**config.mk**
```make
export PLATFORM = sky130hd
export DESIGN_NAME = id_ex_flat
export DESIGN_NICKNAME = d
export VERILOG_FILES = /design/src/rtl/id_ex_pkg.sv /design/src/rtl/id_ex_if.sv /design/src/rtl/id_ex_pipe_skid_reg.sv /design/src/rtl/id_ex.sv /design/src/flat_wrapper.sv
export SDC_FILE = /design/constraint.sdc
export NUM_CORES = 1
export LEC_CHECK = 0
export ABC_AREA = 1
export CAP_MARGIN = 20
export CORE_AREA = 2 2 162 164
export DETAILED_ROUTE_END_ITERATION = 6
export DIE_AREA = 0 0 164 166
export PLACE_DENSITY = 0.8
export SLEW_MARGIN = 20
export SYNTH_ARGS = -nofsm -noshare
export SYNTH_HDL_FRONTEND = slang
export SYNTH_SLANG_ARGS = --single-unit
```
**constraint.sdc**
```tcl
create_clock -name clk -period 11.89 [get_ports clk]
set_input_delay 2.9725 -clock clk [delete_from_list [all_inputs] [get_ports clk]]
set_output_delay 2.9725 -clock clk [all_outputs]
set_load 0.05 [all_outputs]
```
**src/rtl/id_ex_pkg.sv**
```systemverilog
// Shared constants and state encoding for the decode/execute boundary register
// and the generic skid register it is built on.
package id_ex_pkg;

  localparam int ID_EX_DW = 32;
  localparam int ID_EX_RW = 5;

  // addi x0,x0,0: what execute sees whenever no bundle is valid
  localparam logic [31:0] INST_NOP = 32'h00000013;

  // Encoding is {main_v, skid_v}
  typedef enum logic [1:0] {
    ST_EMPTY = 2'b00,
    ST_BUSY  = 2'b10,
    ST_FULL  = 2'b11
  } skid_state_e;

  function automatic logic skid_has_room(input skid_state_e s);
    return (s != ST_FULL);
  endfunction

endpackage

```
**src/rtl/id_ex_if.sv**
```systemverilog
// Decode-side and execute-side handshake plus bundle fields of the id_ex boundary.
interface id_ex_if #(
  parameter int DW = 32,
  parameter int RW = 5
);
  logic          valid_i;
  logic          ready_o;
  logic [DW-1:0] inst_i;
  logic [DW-1:0] inst_addr_i;
  logic [DW-1:0] op1_i;
  logic [DW-1:0] op2_i;
  logic [RW-1:0] rd_addr_i;
  logic          reg_wen_i;
  logic          flush_i;
  logic          valid_o;
  logic          ready_i;
  logic [DW-1:0] inst_o;
  logic [DW-1:0] inst_addr_o;
  logic [DW-1:0] op1_o;
  logic [DW-1:0] op2_o;
  logic [RW-1:0] rd_addr_o;
  logic          reg_wen_o;

  modport slave (
    input  valid_i, inst_i, inst_addr_i, op1_i, op2_i, rd_addr_i, reg_wen_i,
    input  flush_i, ready_i,
    output ready_o, valid_o, inst_o, inst_addr_o, op1_o, op2_o, rd_addr_o, reg_wen_o
  );

  modport master (
    output valid_i, inst_i, inst_addr_i, op1_i, op2_i, rd_addr_i, reg_wen_i,
    output flush_i, ready_i,
    input  ready_o, valid_o, inst_o, inst_addr_o, op1_o, op2_o, rd_addr_o, reg_wen_o
  );
endinterface

```
**src/rtl/id_ex_pipe_skid_reg.sv**
```systemverilog
// Generic width-parameterised valid/ready register with a one-entry skid buffer.
// o_ready depends only on registered state, never on i_ready.
module pipe_skid_reg
  import id_ex_pkg::*;
#(
  parameter int W = 8
) (
  input  logic         clk,
  input  logic         rst,
  input  logic         i_clr,
  input  logic         i_valid,
  output logic         o_ready,
  input  logic [W-1:0] i_data,
  output logic         o_valid,
  input  logic         i_ready,
  output logic [W-1:0] o_data
);

  skid_state_e  r_state;
  skid_state_e  w_state_nxt;
  logic [W-1:0] r_main;
  logic [W-1:0] r_skid;
  logic         w_accept;
  logic         w_consume;
  logic         w_load_main;
  logic         w_main_from_skid;
  logic         w_load_skid;

  assign o_ready   = skid_has_room(r_state);
  assign o_valid   = (r_state != ST_EMPTY);
  assign o_data    = r_main;
  assign w_accept  = i_valid & o_ready;
  assign w_consume = o_valid & i_ready;

  always_ff @(posedge clk or posedge rst) begin
    if (rst) r_state <= ST_EMPTY;
    else     r_state <= w_state_nxt;
  end

  always_comb begin
    w_state_nxt      = r_state;
    w_load_main      = 1'b0;
    w_main_from_skid = 1'b0;
    w_load_skid      = 1'b0;
    // A clear drops both entries and any same-cycle accept
    if (i_clr) begin
      w_state_nxt = ST_EMPTY;
    end else begin
      case (r_state)
        ST_EMPTY: begin
          if (w_accept) begin
            w_load_main = 1'b1;
            w_state_nxt = ST_BUSY;
          end
        end
        ST_BUSY: begin
          case ({w_accept, w_consume})
            2'b11: w_load_main = 1'b1;
            2'b01: w_state_nxt = ST_EMPTY;
            2'b10: begin
              w_load_skid = 1'b1;
              w_state_nxt = ST_FULL;
            end
            default: ;
          endcase
        end
        ST_FULL: begin
          if (w_consume) begin
            w_main_from_skid = 1'b1;
            w_state_nxt      = ST_BUSY;
          end
        end
        default: w_state_nxt = ST_EMPTY;
      endcase
    end
  end

  // Payload storage needs no reset: it is only observed while its valid bit is set
  always_ff @(posedge clk) begin
    if (w_load_main)           r_main <= i_data;
    else if (w_main_from_skid) r_main <= r_skid;
    if (w_load_skid)           r_skid <= i_data;
  end

endmodule

```
**src/rtl/id_ex.sv**
```systemverilog
// Decode-to-execute pipeline boundary: skid-buffered handshake, flush squash,
// and bubble (NOP, no write-back) outputs whenever nothing valid is held.
module id_ex
  import id_ex_pkg::*;
#(
  parameter int            DW       = ID_EX_DW,
  parameter int            RW       = ID_EX_RW,
  parameter logic [DW-1:0] NOP_INST = DW'(INST_NOP)
) (
  input logic     clk,
  input logic     rst,
  id_ex_if.slave  bus
);

  localparam int PW = 4*DW + RW + 1;
  localparam logic [PW-1:0] BUBBLE = {NOP_INST, {(3*DW + RW + 1){1'b0}}};

  logic [PW-1:0] w_payload_in;
  logic [PW-1:0] w_payload_out;
  logic          w_valid;

  assign w_payload_in = {bus.inst_i, bus.inst_addr_i, bus.op1_i, bus.op2_i,
                         bus.rd_addr_i, bus.reg_wen_i};

  pipe_skid_reg #(
    .W (PW)
  ) u_skid (
    .clk     (clk),
    .rst     (rst),
    .i_clr   (bus.flush_i),
    .i_valid (bus.valid_i),
    .o_ready (bus.ready_o),
    .i_data  (w_payload_in),
    .o_valid (w_valid),
    .i_ready (bus.ready_i),
    .o_data  (w_payload_out)
  );

  assign bus.valid_o = w_valid;

  // Execute may ignore valid_o: an empty stage always looks like a NOP
  assign {bus.inst_o, bus.inst_addr_o, bus.op1_o, bus.op2_o,
          bus.rd_addr_o, bus.reg_wen_o} = w_valid ? w_payload_out : BUBBLE;

endmodule
```
**src/flat_wrapper.sv**
```systemverilog
// flat-port wrapper written by rule: the top's interface ports become plain ports
module id_ex_flat import id_ex_pkg::*;
#(
  parameter int            DW       = ID_EX_DW,
  parameter int            RW       = ID_EX_RW,
  parameter logic [DW-1:0] NOP_INST = DW'(INST_NOP)
)
  (clk, rst, bus_valid_i, bus_inst_i, bus_inst_addr_i, bus_op1_i, bus_op2_i, bus_rd_addr_i, bus_reg_wen_i, bus_flush_i, bus_ready_i, bus_ready_o, bus_valid_o, bus_inst_o, bus_inst_addr_o, bus_op1_o, bus_op2_o, bus_rd_addr_o, bus_reg_wen_o);
  id_ex_if #(.DW(DW), .RW(RW)) bus_i ();
  input logic clk;
  input logic rst;
  input wire logic [$bits(bus_i.valid_i)-1:0] bus_valid_i;
  input wire logic [$bits(bus_i.inst_i)-1:0] bus_inst_i;
  input wire logic [$bits(bus_i.inst_addr_i)-1:0] bus_inst_addr_i;
  input wire logic [$bits(bus_i.op1_i)-1:0] bus_op1_i;
  input wire logic [$bits(bus_i.op2_i)-1:0] bus_op2_i;
  input wire logic [$bits(bus_i.rd_addr_i)-1:0] bus_rd_addr_i;
  input wire logic [$bits(bus_i.reg_wen_i)-1:0] bus_reg_wen_i;
  input wire logic [$bits(bus_i.flush_i)-1:0] bus_flush_i;
  input wire logic [$bits(bus_i.ready_i)-1:0] bus_ready_i;
  output wire logic [$bits(bus_i.ready_o)-1:0] bus_ready_o;
  output wire logic [$bits(bus_i.valid_o)-1:0] bus_valid_o;
  output wire logic [$bits(bus_i.inst_o)-1:0] bus_inst_o;
  output wire logic [$bits(bus_i.inst_addr_o)-1:0] bus_inst_addr_o;
  output wire logic [$bits(bus_i.op1_o)-1:0] bus_op1_o;
  output wire logic [$bits(bus_i.op2_o)-1:0] bus_op2_o;
  output wire logic [$bits(bus_i.rd_addr_o)-1:0] bus_rd_addr_o;
  output wire logic [$bits(bus_i.reg_wen_o)-1:0] bus_reg_wen_o;
  assign bus_i.valid_i = bus_valid_i;
  assign bus_i.inst_i = bus_inst_i;
  assign bus_i.inst_addr_i = bus_inst_addr_i;
  assign bus_i.op1_i = bus_op1_i;
  assign bus_i.op2_i = bus_op2_i;
  assign bus_i.rd_addr_i = bus_rd_addr_i;
  assign bus_i.reg_wen_i = bus_reg_wen_i;
  assign bus_i.flush_i = bus_flush_i;
  assign bus_i.ready_i = bus_ready_i;
  assign bus_ready_o = bus_i.ready_o;
  assign bus_valid_o = bus_i.valid_o;
  assign bus_inst_o = bus_i.inst_o;
  assign bus_inst_addr_o = bus_i.inst_addr_o;
  assign bus_op1_o = bus_i.op1_o;
  assign bus_op2_o = bus_i.op2_o;
  assign bus_rd_addr_o = bus_i.rd_addr_o;
  assign bus_reg_wen_o = bus_i.reg_wen_o;
  id_ex #(.DW(DW), .RW(RW), .NOP_INST(NOP_INST)) u_core (.clk(clk), .rst(rst), .bus(bus_i));
endmodule
```
==> results of run 1 <==
==> per-stage QoR <==
stage | setup WS (ns) | util | hold slack [ns] | instance area [um^2]
after CTS | 5.36 | 0.597 | 0.498 | 15300
after global routing | 5.16 | 0.599 | 0.516 | 15300
final | 5.41 | 0.599 | 0.499 | 15300
after floorplan | 2.44 | - | 0.487 | 11300
after global placement | 5.28 | 0.558 | 0.491 | 14300
after detailed placement | 5.23 | 0.558 | 0.495 | 14300
==> cells in the mapped netlist (all sizes together) <==
master  instances  area [um^2]
nand2         280         1060
edfxtp        268         8050
inv           142          533
nand3         137          686
nor2          136          526
buf            33          181
clkbuf         25         93.8
ha              6         75.1
or2             4         25.0
a21oi           3         15.0
dfrtp           2         50.1
nand4           1         6.26
o21bai          1         7.51
o31ai           1         7.51
==> routing by layer <==
metal / vias to the layer above / wire (um) / global-route usage
li1: 3889 / - / -
met1: 3666 / 10100 / 0.226
met2: 340 / 12200 / 0.315
met3: 53 / 2270 / 0.0470
met4: 2 / 650 / 0.0553
met5: - / 12 / 0
==> critical path, stage by stage, from the launching register on <==
cell	delay, ns
dfrtp_1	0.44
inv_1	0.18
ha_4	0.47
buf_4	0.82
or2_2	0.24
clkdlybuf4s50_1	0.79
==> sequential cells by signal, summed over array words and instances, names as in the netlist <==
signal	flops
u_core.u_skid.o_data	134
u_core.u_skid.r_skid	134
u_core.u_skid.r_state	2
==> cells by family after synthesis <==
family	count (synthesis)
AOI/OAI and AO/OA	5
and+or+nand+nor	558
DFF	270
buffers and inverters	200
adders and majority gates	6
==> power groups by stage <==
stage	clock network (mW)	registers, mW	logic (mW)
2_1_floorplan	0	1.29	0.996
5_1_grt	0.996	1.27	1.57
3_3_place_gp	0	1.27	1.46
3_5_place_dp	0	1.28	1.48
6_report	0.939	1.26	1.47
4_1_cts	0.958	1.26	1.48
==> layout make-up <==
cell class | count | area [um^2]
sequential | 270 | 8100
timing repair buffer | 283 | 2830
clock buffer | 34 | 744
clock inverter | 18 | 254
tap | 335 | 419
multi-input combinational | 569 | 2450
inverter | 142 | 538
fill | 2057 | 10300
==> worst paths after layout <==
kind / startpoint / slack, ns / endpoint / cells past startpoint
worst max-delay path: u_core.u_skid.r_state[0] / 5.41 / bus_inst_o[4] / 5
worst min-delay path: u_core.u_skid.r_skid[102] / 0.50 / u_core.u_skid.o_data[102] / 2
worst max register to register: u_core.u_skid.r_state[0] / 8.46 / u_core.u_skid.o_data[88] / 7
worst min register to register: u_core.u_skid.r_skid[102] / 0.50 / u_core.u_skid.o_data[102] / 2
max in group asynchronous: rst / 9.18 / u_core.u_skid.r_state[0] / 2
min in group asynchronous: rst / 2.59 / u_core.u_skid.r_state[1] / 2
==> results.cfg, run 1 <==
[clock_tree]
cts.sinks = 270
post_cts_buffers = 0
htree_levels = 1
ctsHoldBuffers = 0
cts_buffers = 28
path_clk_slew_ns = 0.07
clk-insertion-delay-late_ns = 0.53
cts_tree = built
cts_resized = 0
clockRootBuffer = clkbuf_16
clk_path_buf_depth = 3

[detailed_routing]
dr_total_vias = 7950
first_iter_violations = 436
drc = 0
ant_nets = 0
viasPerCell = 4.82
drt_pass1_iterations = 5
wl_per_cell_um = 15.3
routed_wl_mm = 25.2

[power_and_ir_drop]
leakage_nw = 6.29
clockPowerShare = 0.256
total_power_mw = 3.67
switching_share = 0.394
seq_power_share = 0.343
p_int_mw = 2.22
power.net_switching_mw = 1.44
max-vdd-ir-drop_uv = 155
powerDensity_nw_per_um2 = 239
comb_power_share = 0.401

[worst_setup_path]
critPathLaunchType = flip-flop
path_class = flip-flop to output port
end_kind = output port
required_ns = 8.92
path_max_fanout = 95
arrival_ns = 3.51

[global_route]
antenna_found_initial = 1
grt_usage = 0.183
grt_max_degree = 99
overflow = 0
grt_pass1_vias = 7911
grt_pass1_wl_mm = 39.8

[die]
core-area_um2 = 25600
start_util = 0.442
die_w_um = 164
num_io_pins = 275
row_count = 59
die_area_um2 = 27200
chipHeight_um = 166

[logic_synthesis]
synthXorXnorAreaFrac = 0
synth_fp_nets = 1184
synth-seq-cells = 270
ys_seq_area_frac = 0.716
synthMuxAreaShare = 0
syn_area_per_cell_um2 = 10.9
synth_top_family_by_area = simple AND/OR/NAND/NOR gates
synthCells = 1039
ys.warnings.count = 0
synthAdderAreaFrac = 0.00664
synthSimpleGateAreaFrac = 0.203
synth_compound_area_frac = 0.00265
ys_types = 19
synth.cell_area_um2 = 11300

[placement]
portBuffers = 274
hpwlAfterDp_mm = 16.0
routabilityCongestion = 0.779
dpl.cell_count = 1598

[timing]
fin_crit_sh = 0.545
hold_violations = 0
setup_tns_ns = 0
timing.fmax_ghz = 0.154
grt_setup_unrepaired = false
slew_headroom = 0.289
tightest_slew_ns = 1.07
setup_viol = 0
drv_slew = 0
skew_ns = 0.0178
period_needed_ns = 6.48

[hold_path]
hold_path.class = flip-flop to flip-flop

[final_layout]
finalNonFillerCells = 1651
drive_gt1_frac = 0.0524
final_cell_mix = nand2_1 (277), clkdlybuf4s50_1 (274), edfxtp_1 (268)
final_common_cell = nand2_1
syn_to_final_growth_pct = 35.6
antenna_cells = 0
final_nets = 1439

[run_status]
status = finished clean

[job]
cap_violations = 0
(Power assumes the default switching activity.)
==> run 2: changes to the inputs <==
==> constraint.sdc (replaced) <==
create_clock -name clk -period 5.3 [get_ports clk]
set_input_delay 1.325 -clock clk [delete_from_list [all_inputs] [get_ports clk]]
set_output_delay 1.325 -clock clk [all_outputs]
set_load 0.05 [all_outputs]
==> run 2 against run 1 <==
Sequential share of layout area increased by 0.11 points. Setup slack lost 4.4 ns. Sequential power is 120% higher. Non-clock buffer count is 3 higher. Cell area fell by 0.20%. Sequential cell count is the same. Combinational power increased by 130%. Cell count rose by 0.30%. Register-to-register slack worse by 6.3 ns. First-iteration DRC count up 42%. Highest routed layer is now met4.
==> results.cfg, run 2 (same netlist as run 1, synthesis figures left out) <==
[clock_tree]
path_clk_slew_ns = 0.06
cts_resized = 0
clk-insertion-delay-late_ns = 0.53
clockRootBuffer = clkbuf_16
cts_buffers = 29
htree_levels = 1
clk_path_buf_depth = 3
ctsHoldBuffers = 0
post_cts_buffers = 0
cts_tree = built
cts.sinks = 270

[global_route]
use_met2 = 0.311
grt_max_degree = 72
grt_pass1_vias = 7647
grt_pass1_wl_mm = 39.9
grt_usage = 0.184
gr-usage-met3 = 0.0282
overflow = 0
antenna_found_initial = 1
grt-busiest-layer = met2
use_met1 = 0.248

[timing]
tightest_slew_ns = 0.914
hold_violations = 0
skew_ns = 0.00855
grt_setup_unrepaired = false
slew_headroom = 0.391
drv_slew = 0
fin_hold_ws_ns = 0.507
timing.fmax_ghz = 0.233
period_needed_ns = 4.29
setup_tns_ns = 0
setup_viol = 0
fin_crit_sh = 0.810

[final_layout]
final_cell_mix = nand2_1 (277), clkdlybuf4s50_1 (274), edfxtp_1 (268)
final_nets = 1443
nFillCells = 2046
syn_to_final_growth_pct = 35.3
drive_gt1_frac = 0.0545
final_common_cell = nand2_1
finalInstanceArea_um2 = 15300

[power_and_ir_drop]
comb_power_share = 0.407
power.net_switching_mw = 3.26
p_int_mw = 4.89
clockPowerShare = 0.247
seq_power_share = 0.346
max-vdd-ir-drop_uv = 463
leakage_nw = 6.27
powerDensity_nw_per_um2 = 532
switching_share = 0.400

[placement]
routabilityCongestion = 0.789
portBuffers = 274
post_dp_cell_area_um2 = 14300
hpwlAfterDp_mm = 16.2

[worst_setup_path]
required_ns = 3.97
end_kind = output port
path_max_fanout = 41
path_class = flip-flop to output port
arrival_ns = 2.97
reg2reg_slack_ns = 2.19
r2r_cells = 7
critPathLaunchType = flip-flop
reg2reg_to = u_core.u_skid.o_data[112]
r2r_start = u_core.u_skid.r_state[1]

[detailed_routing]
dr_total_vias = 7996
wl_per_cell_um = 15.4
drt_pass1_iterations = 5
ant_nets = 0
first_iter_violations = 620
drc = 0
viasPerCell = 4.83
routed_wl_mm = 25.4

[die]
die_area_um2 = 27200
row_count = 59
chipHeight_um = 166
core-area_um2 = 25600
start_util = 0.442
die_w_um = 164
num_io_pins = 275

[job]
cap_violations = 0

[hold_path]
hp-start = u_core.u_skid.r_skid[48]
hold_path.class = flip-flop to flip-flop
whs_endpoint = u_core.u_skid.o_data[48]
hold_path_depth = 2

[run_status]
status = finished clean
[run 2: changes by cell type in the layout (fill, tap and decap cells not counted), sizes merged]
cell      delta
clkbuf       -2
inv          -1
diode        +1
clkinvlp     +1
buf          +3
bufinv       -2
clkinv       +5
[run 2: power groups by stage]
| stage | combinational [mW] | clock, mW | sequential [mW] |
|---|---|---|---|
| 6_report | 3.31 | 2.01 | 2.82 |
| 5_1_grt | 3.53 | 2.13 | 2.85 |
| 4_1_cts | 3.36 | 2.05 | 2.82 |
| 3_5_place_dp | 3.34 | 0 | 2.87 |
| 3_3_place_gp | 3.30 | 0 | 2.85 |
| 2_1_floorplan | 2.24 | 0 | 2.88 |
[run 2: worst max-delay path by stage]
stage / start / to / slack (ns) / cells after the start
2_1_floorplan: bus_ready_i / u_core.u_skid.o_data[0] / 0.07 / 2
3_3_place_gp: bus_flush_i / u_core.u_skid.o_data[87] / 1.41 / 9
3_5_place_dp: bus_valid_i / u_core.u_skid.o_data[80] / 1.32 / 9
4_1_cts: u_core.u_skid.r_state[1] / bus_inst_o[4] / 0.94 / 5
5_1_grt: u_core.u_skid.r_state[1] / bus_inst_o[4] / 0.81 / 5
6_report: u_core.u_skid.r_state[1] / bus_inst_o[4] / 1.01 / 5
[run 2: layout make-up]
cell class	count	area [um^2]	share of cell area
antenna	1	2.50	0.000164
clock buffer	32	737	0.0482
clock inverter	21	216	0.0141
inverter	142	538	0.0352
multi-input combinational	569	2450	0.160
sequential	270	8100	0.529
tap	335	419	0.0274
timing repair buffer	286	2850	0.186
[run 2: worst max-delay path: stages (launching register included)]
cell	delay (ns)
dfrtp_1	0.44
inv_1	0.17
ha_4	0.40
buf_4	0.43
or2_2	0.19
clkdlybuf4s50_1	0.79
[run 2: stage by stage]
| stage | power (mW) | worst slack, ns | cells | util |
|---|---|---|---|---|
| after floorplan | 5.11 | 0.0706 | 1039 | - |
| after global placement | 6.15 | 1.41 | 1602 | 0.560 |
| after detailed placement | 6.21 | 1.32 | 1602 | 0.560 |
| after CTS | 8.23 | 0.945 | 1655 | 0.597 |
| after global routing | 8.51 | 0.807 | 1656 | 0.597 |
| final | 8.15 | 1.01 | 1656 | 0.597 |
[run 2: routing by layer]
| metal | vias up | routed length [um] |
|---|---|---|
| met1 | 3733 | 10500 |
| met3 | 50 | 1800 |
| met5 | - | 0 |
| li1 | 3894 | - |
| met2 | 319 | 12600 |
| met4 | 0 | 569 |
==> run 3: changes to the inputs <==
==> constraint.sdc (replaced) <==
create_clock -name clk -period 3.85 [get_ports clk]
set_input_delay 0.9625 -clock clk [delete_from_list [all_inputs] [get_ports clk]]
set_output_delay 0.9625 -clock clk [all_outputs]
set_load 0.05 [all_outputs]
==> run 3 against run 2 <==
Sequential power grew 38%. Via count grew 0.48%. Non-clock buffer count shrank 3. Core utilization grew 0.51 points. First-iteration DRC count grew 6.1%. Critical path depth is the same. Global-route usage grew 0.44 points. Register-to-register slack lost 0.70 ns. Die area is the same. Critical path type unchanged. Critical endpoint is now bus_rd_addr_o[2]. Largest cell class unchanged. Largest power group unchanged.
==> results.cfg, run 3 (same netlist as run 1, synthesis figures left out) <==
[die]
row_count = 59
start_util = 0.442
die_area_um2 = 27200
die_w_um = 164
core-area_um2 = 25600
chipHeight_um = 166
num_io_pins = 275

[placement]
post_dp_cell_area_um2 = 14400
routabilityCongestion = 0.789
dpl.cell_count = 1599
hpwlAfterDp_mm = 15.6
portBuffers = 274

[timing]
fin_crit_sh = 0.919
fin_hold_ws_ns = 0.506
tightest_slew_ns = 0.721
setup_viol = 0
drv_slew = 0
hold_violations = 0
grt_setup_unrepaired = false
skew_ns = 0.00810
timing.fmax_ghz = 0.283
slew_headroom = 0.519
period_needed_ns = 3.54

[final_layout]
finalNonFillerCells = 1651
syn_to_final_growth_pct = 36.5
final_cell_mix = nand2_1 (277), clkdlybuf4s50_1 (271), edfxtp_1 (268)
fin_util = 0.603
final_nets = 1439
antenna_cells = 0
final_common_cell = nand2_1
drive_gt1_frac = 0.0593
finalInstanceArea_um2 = 15400

[global_route]
overflow = 0
grt_pass1_vias = 8223
grt_usage = 0.189
grt_max_degree = 135
antenna_found_initial = 0
grt_pass1_wl_mm = 41.0

[worst_setup_path]
r2r_start = u_core.u_skid.r_state[0]
end_kind = output port
reg2reg_slack_ns = 1.49
reg2reg_to = u_core.u_skid.o_data[80]
r2r_cells = 7
path_class = flip-flop to output port
critPathLaunchType = flip-flop
arrival_ns = 2.57
path_max_fanout = 61
required_ns = 2.89

[clock_tree]
clk-insertion-delay-late_ns = 0.53
clk_path_buf_depth = 3
cts_buffers = 28
cts.sinks = 270
ctsHoldBuffers = 0
htree_levels = 1
path_clk_slew_ns = 0.06
cts_tree = built
post_cts_buffers = 0
cts_resized = 0
clockRootBuffer = clkbuf_16

[hold_path]
hp-start = u_core.u_skid.r_skid[51]
hold_path_depth = 2
whs_endpoint = u_core.u_skid.o_data[51]
hold_path.class = flip-flop to flip-flop

[power_and_ir_drop]
total_power_mw = 11.4
leakage_nw = 6.32
powerDensity_nw_per_um2 = 737
max-vdd-ir-drop_uv = 630

[detailed_routing]
first_iter_violations = 658
dr_total_vias = 8034
wl_per_cell_um = 15.7
drc = 0
viasPerCell = 4.87
drt_pass1_iterations = 5
ant_nets = 0
routed_wl_mm = 25.9

[run_status]
status = finished clean

[job]
cap_violations = 0
[run 3: cell types whose count changed in the layout (fill, tap and decap cells not counted), sizes merged]
cell / delta
clkinvlp: +1
diode: -1
inv: -2
bufinv: +1
clkinv: -1
clkdlybuf4s50: -3
[run 3: critical path: stages, from the launching register on]
cell and delay (ns):
dfrtp_1 0.43, inv_1 0.13, ha_4 0.20, buf_12 0.18, nor2_1 0.23, clkdlybuf4s50_1 0.84
[run 3: stage by stage]
stage / TNS (ns) / worst slack [ns]
final: 0 / 0.313
after detailed placement: 0 / 0.888
after global placement: 0 / 0.930
after CTS: 0 / 0.322
after floorplan: -135.19 / -1.01
after global routing: 0 / 0.251
[run 3: where the power goes]
part	switching (mW)	internal, mW	total, mW
Clock	1.12	1.76	2.88
Sequential	0.0980	3.78	3.88
Combinational	3.27	1.35	4.62
Total	4.48	6.90	11.4
[run 3: final cells by class]
type	count	area (um^2)
timing repair buffer	283	2920
fill	1977	10200
inverter	142	539
sequential	270	8100
clock inverter	20	235
multi-input combinational	569	2460
tap	335	419
clock buffer	32	767
[run 3: layer usage]
metal,routed length (um),global-route usage,up-vias
met5,0,0,-
met4,788,0.0675,0
met3,1910,0.0397,58
met2,12900,0.331,336
met1,10200,0.229,3748
li1,-,-,3892
[run 3: worst max path at each step]
stage,end,startpoint,cells past startpoint
2_1_floorplan,u_core.u_skid.o_data[0],bus_ready_i,2
3_3_place_gp,bus_rd_addr_o[2],u_core.u_skid.r_state[0],5
3_5_place_dp,bus_rd_addr_o[2],u_core.u_skid.r_state[0],5
4_1_cts,bus_rd_addr_o[2],u_core.u_skid.r_state[0],5
5_1_grt,bus_inst_o[11],u_core.u_skid.r_state[0],5
6_report,bus_rd_addr_o[2],u_core.u_skid.r_state[0],5
